==> src/rtl/ex_mem_skid_reg.sv <==
// ---------------------------------------------------------------------------
// ex_mem_skid_reg
//
// Pipeline register between the EX and MEM stages, built as a two-entry skid
// buffer. The "main" entry drives the mem_* outputs and a "skid" entry catches
// the one extra instruction that EX may hand over in the cycle MEM stalls.
// ex_ready comes from registered occupancy only, so no combinational path
// runs from mem_ready back to EX, and no ex_* input reaches a mem_* output
// without passing through a register.
//
// Ports
//   clk, rst           : clock (rising edge) and async active-high reset
//   flush              : synchronous kill of every held entry
//   ex_valid/ex_ready  : EX-side handshake
//   ex_alu_result      : ALU result / memory address        (DATA_WIDTH)
//   ex_store_data      : forwarded rs2 value for stores      (DATA_WIDTH)
//   ex_rd_addr         : destination register                (5)
//   ex_reg_write, ex_mem_read, ex_mem_write : control bits
//   ex_instr           : instruction word for debug tracking (32)
//   mem_valid/mem_ready: MEM-side handshake
//   mem_*              : the held main entry; control bits read as 0 and
//                        mem_instr reads as NOP_INSTR whenever mem_valid is 0
// ---------------------------------------------------------------------------
module ex_mem_skid_reg #(
   parameter int          DATA_WIDTH = 32,
   parameter logic [31:0] NOP_INSTR  = 32'h0000_0013
) (
   input  logic                  clk,
   input  logic                  rst,
   input  logic                  flush,
   input  logic                  ex_valid,
   output logic                  ex_ready,
   input  logic [DATA_WIDTH-1:0] ex_alu_result,
   input  logic [DATA_WIDTH-1:0] ex_store_data,
   input  logic [4:0]            ex_rd_addr,
   input  logic                  ex_reg_write,
   input  logic                  ex_mem_read,
   input  logic                  ex_mem_write,
   input  logic [31:0]           ex_instr,
   output logic                  mem_valid,
   input  logic                  mem_ready,
   output logic [DATA_WIDTH-1:0] mem_alu_result,
   output logic [DATA_WIDTH-1:0] mem_store_data,
   output logic [4:0]            mem_rd_addr,
   output logic                  mem_reg_write,
   output logic                  mem_mem_read,
   output logic                  mem_mem_write,
   output logic [31:0]           mem_instr
);

   localparam int ENTRY_W = 2 * DATA_WIDTH + 5 + 3 + 32;

   typedef enum logic [1:0] {
      EMPTY = 2'd0,
      ONE   = 2'd1,
      FULL  = 2'd2
   } occState_t;

   occState_t          state_q;
   logic [ENTRY_W-1:0] main_q;
   logic [ENTRY_W-1:0] skid_q;
   logic [ENTRY_W-1:0] captureEntry_d;
   logic               doAccept;
   logic               doRelease;

   logic [DATA_WIDTH-1:0] mainAlu;
   logic [DATA_WIDTH-1:0] mainStore;
   logic [4:0]            mainRd;
   logic                  mainRegWrite;
   logic                  mainMemRead;
   logic                  mainMemWrite;
   logic [31:0]           mainInstr;

   // Handshake decode. Valid/ready are both pure decodes of the registered
   // occupancy, which keeps mem_ready out of the ex_ready timing path.
   assign mem_valid = (state_q != EMPTY);
   assign ex_ready  = (state_q != FULL);
   assign doAccept  = ex_valid & ex_ready;
   assign doRelease = mem_valid & mem_ready;

   // The entry as it will be stored. A write to x0 is squashed at capture so
   // forwarding logic downstream never sees a pointless register write.
   assign captureEntry_d = {ex_alu_result,
                            ex_store_data,
                            ex_rd_addr,
                            ex_reg_write & (ex_rd_addr != 5'd0),
                            ex_mem_read,
                            ex_mem_write,
                            ex_instr};

   assign {mainAlu, mainStore, mainRd, mainRegWrite, mainMemRead,
           mainMemWrite, mainInstr} = main_q;

   // Occupancy FSM and storage. Flush only drops the valid state; the data
   // registers keep stale contents because the output masking below hides
   // them. In ONE with simultaneous accept and release the new entry goes
   // straight into main so a full-rate stream never touches the skid slot.
   always_ff @(posedge clk or posedge rst) begin
      if (rst) begin
         state_q <= EMPTY;
         main_q  <= '0;
         skid_q  <= '0;
      end else if (flush) begin
         state_q <= EMPTY;
      end else begin
         case (state_q)
            EMPTY: begin
               if (doAccept) begin
                  main_q  <= captureEntry_d;
                  state_q <= ONE;
               end
            end
            ONE: begin
               if (doAccept && doRelease) begin
                  main_q <= captureEntry_d;
               end else if (doAccept) begin
                  skid_q  <= captureEntry_d;
                  state_q <= FULL;
               end else if (doRelease) begin
                  state_q <= EMPTY;
               end
            end
            FULL: begin
               if (doRelease) begin
                  main_q  <= skid_q;
                  state_q <= ONE;
               end
            end
            default: begin
               state_q <= EMPTY;
            end
         endcase
      end
   end

   // Output stage. Control bits and the instruction word are masked by
   // mem_valid so a bubble can never write the register file or memory and
   // always traces as a NOP. Data fields pass through unmasked.
   assign mem_alu_result = mainAlu;
   assign mem_store_data = mainStore;
   assign mem_rd_addr    = mainRd;
   assign mem_reg_write  = mainRegWrite & mem_valid;
   assign mem_mem_read   = mainMemRead & mem_valid;
   assign mem_mem_write  = mainMemWrite & mem_valid;
   assign mem_instr      = mem_valid ? mainInstr : NOP_INSTR;

endmodule

==> config.mk <==
export PLATFORM = sky130hd
export DESIGN_NAME = ex_mem_skid_reg
export DESIGN_NICKNAME = d
export VERILOG_FILES = /design/src/rtl/ex_mem_skid_reg.sv
export SDC_FILE = /design/constraint.sdc
export NUM_CORES = 1
export LEC_CHECK = 0
export ABC_AREA = 0
export CELL_PAD_IN_SITES_DETAIL_PLACEMENT = 0
export CELL_PAD_IN_SITES_GLOBAL_PLACEMENT = 2
export CORE_MARGIN = 8
export CORE_UTILIZATION = 38
export CTS_CLUSTER_DIAMETER = 50
export DETAILED_ROUTE_END_ITERATION = 8
export PLACE_DENSITY = 0.9
export RECOVER_POWER = 25
export SYNTH_ARGS = -nofsm -noshare
export SYNTH_HDL_FRONTEND = slang
export SYNTH_SLANG_ARGS = --single-unit
==> constraint.sdc <==
create_clock -name clk -period 11.9 [get_ports clk]
set_input_delay 1.19 -clock clk [delete_from_list [all_inputs] [get_ports clk]]
set_output_delay 1.19 -clock clk [all_outputs]
set_load 0.03 [all_outputs]
==> flow_metrics.tcl <==
set metrics [dict create \
    status "finished with violations" \
    violations "capacitance limit, slew limit" \
    vias 5748 \
    vdd_drop_max_v 0.0000762 \
    fmax_mhz 168 \
    cts_buffers 26 \
    coreArea_um2 25800 \
    start_util 0.382 \
    hold_class "reg2reg" \
    arrival_ps 6480 \
    synth.avg_cell_area_um2 14.4 \
    netSwitchingPower_uw 637 \
    use_met1 0.166 \
    yosysSeqAreaShare 0.533 \
    first_pass_iters 4 \
    finalPower_uw 2330 \
    drt-vias-per-instance 4.85 \
    setup_violations 0 \
    cts_tree "done" \
    worst_skew_pair.late_latency_ps 510 \
    syn_nets 795 \
    die_h_um 177 \
    tightest_slew_ps 6250 \
    final_cell_mix "mux2_2 (296), clkdlybuf4s50_1 (212), dfrtp_1 (210)" \
    holdCritStartpoint "main_q[3]" \
    finClkSkew_ps 6.13 \
    dp_hpwl_um 13800 \
    drv_cap 1 \
    clk_path_buf_depth 3 \
    final.period_utilization 0.501 \
    grt_usage 0.134 \
    die-area_um2 31300 \
    die_x_um 177 \
    root_buffer "clkbuf_16" \
    pin_count 215 \
    htreeDepth 1 \
    cp-start-kind "primary input" \
    drive_gt1_frac 0.421 \
    antenna_found_initial 0 \
    grtUsageMet3 0.0442 \
    diodes 0 \
    grtUsageMet2 0.222 \
    hold_viol 0 \
    hold_buffers 0 \
    p_int_uw 1690 \
    final_common_cell "mux2_2" \
    p_leak_uw 0.00522 \
    netlist_instances 686 \
    worstPathRequired_ps 12420 \
    max_slew_margin -3.17 \
    syn_to_final_growth_pct 28.6 \
    overflow 0 \
    ys_warn_count 0 \
    nets 939 \
    postCtsSetupBuffers 0 \
    period_needed_ps 5960 \
    ys_types 25 \
    grt_max_degree 142 \
    pwr-share-seq 0.418 \
    power_density_nw_per_um2 184 \
    worstPathCellList "dlygate4sd3_1 > clkinvlp_2 > buf_4" \
    drt_wl_total_um 21000 \
    worstReg2RegStart "state_q[0]" \
    cts_sinks 210 \
    grt_setup_unrepaired "false" \
    ys_ff_latch 210 \
    cp-startpoint "rst" \
    grt_pass1_wl_um 34400 \
    detail-route-antenna-nets 0 \
    clkSlewWorstSetupHoldPaths_ps 60 \
    drc 0 \
    drtIter0Drc 327 \
    maxSlewViolCount 142 \
    crit_slowest_cell "clkinvlp_2" \
    netlist_area_um2 9850 \
    clkPwrFrac 0.342 \
    port_buffers 214 \
    wl_per_cell_um 17.8 \
    fillCellCount 2238 \
    combPwrFrac 0.240 \
    top_usage_layer "met2" \
    cts_resized 0 \
    max_stage_delay_ps 3400 \
    worst_setup_path_end_kind "async pin" \
    gp_congestion 0.715 \
    cp_max_fo 141 \
    placementRows 59 \
    path_class "in2async" \
    grt_pass1_vias 6283 \
    tns_ps 0 \
    p_sw_frac 0.274 \
]
## synthesized netlist by cell type
master     count  area (um^2)
nor2_1         4         15.0
or3b_2         1         8.76
nor3_1         1         5.00
dfrtp_1      210         5260
buf_4         80          601
o31a_1         1         8.76
o311a_1        1         10.0
or2_2          3         18.8
nor2b_1       33          206
or3_1          1         6.26
o311ai_0       1         8.76
o21ba_2        1         10.0
inv_2          1         3.75
a31oi_1        1         6.26
mux2i_1        1         10.0
buf_2         20          100
inv_1          3         11.3
o31ai_4        1         21.3
mux2_1        14          158
mux2_2       296         3330
nand3_1        1         5.00
nand2_1        2         7.51
a21oi_1        2         10.0
nand4bb_1      1         11.3
clkbuf_1       6         22.5
## worst paths after layout
kind	cells past startpoint	to	slack, ps
worst max-delay path	3	skid_q[2]	5940
worst min-delay path	1	main_q[3]	480
worst max register to register	5	main_q[1]	9370
worst min register to register	1	main_q[3]	480
max in group clk	4	ex_ready	8170
min in group asynchronous	2	main_q[50]	3040
## through the flow
stage	cell area, um^2	std cells	setup slack [ps]	util	hold slack (ps)
global placement	11800	1137	8000	0.457	461
global route	12700	1185	4840	0.492	505
detailed placement	11800	1137	8000	0.457	466
floorplan	9850	686	4970	-	450
finish	12700	1185	5940	0.492	477
CTS	12700	1185	8130	0.492	481
## cell families (layout without fill, tap and decap cells)
logic type             count (synthesis)  in the layout  share of synthesized area
AO/OA/AOI/OAI                          8              8                    0.00762
buffers and inverters                110            274                     0.0749
flip-flops                           210            210                      0.533
multiplexers                         311            311                      0.355
AND/OR/NAND/NOR                       47             47                     0.0288
## power by group through the flow
stage	clock, uW	combinational (uW)	sequential (uW)
2_1_floorplan	0	437	955
3_3_place_gp	0	561	978
3_5_place_dp	0	569	984
4_1_cts	825	571	973
5_1_grt	857	599	996
6_report	797	559	973
## area by class of cell
type                            instances  area, um^2  share of cell area
Inverter                                4        16.3             0.00128
Multi-Input combinational cell        366        3880               0.307
Clock buffer                           35         736              0.0581
Tap cell                              335         419              0.0331
Clock inverter                         13         156              0.0123
Timing Repair Buffer                  222        2200               0.174
Sequential cell                       210        5260               0.415
## worst max-delay path, delay by kind of cell
family,cells,cell delay [ps]
buffers and inverters,3,5060
## sequential cells by signal (all words and copies together), names as in the netlist
| name | count |
|---|---|
| skid_q | 104 |
| state_q | 2 |
| main_q | 104 |
## layer usage
layer / vias to the layer above / share of wire
li1: 2628 / -
met1: 2947 / 0.42
met2: 144 / 0.48
met3: 29 / 0.081
met4: 0 / 0.017
met5: - / 0
Power figures use the tool's default switching activity.
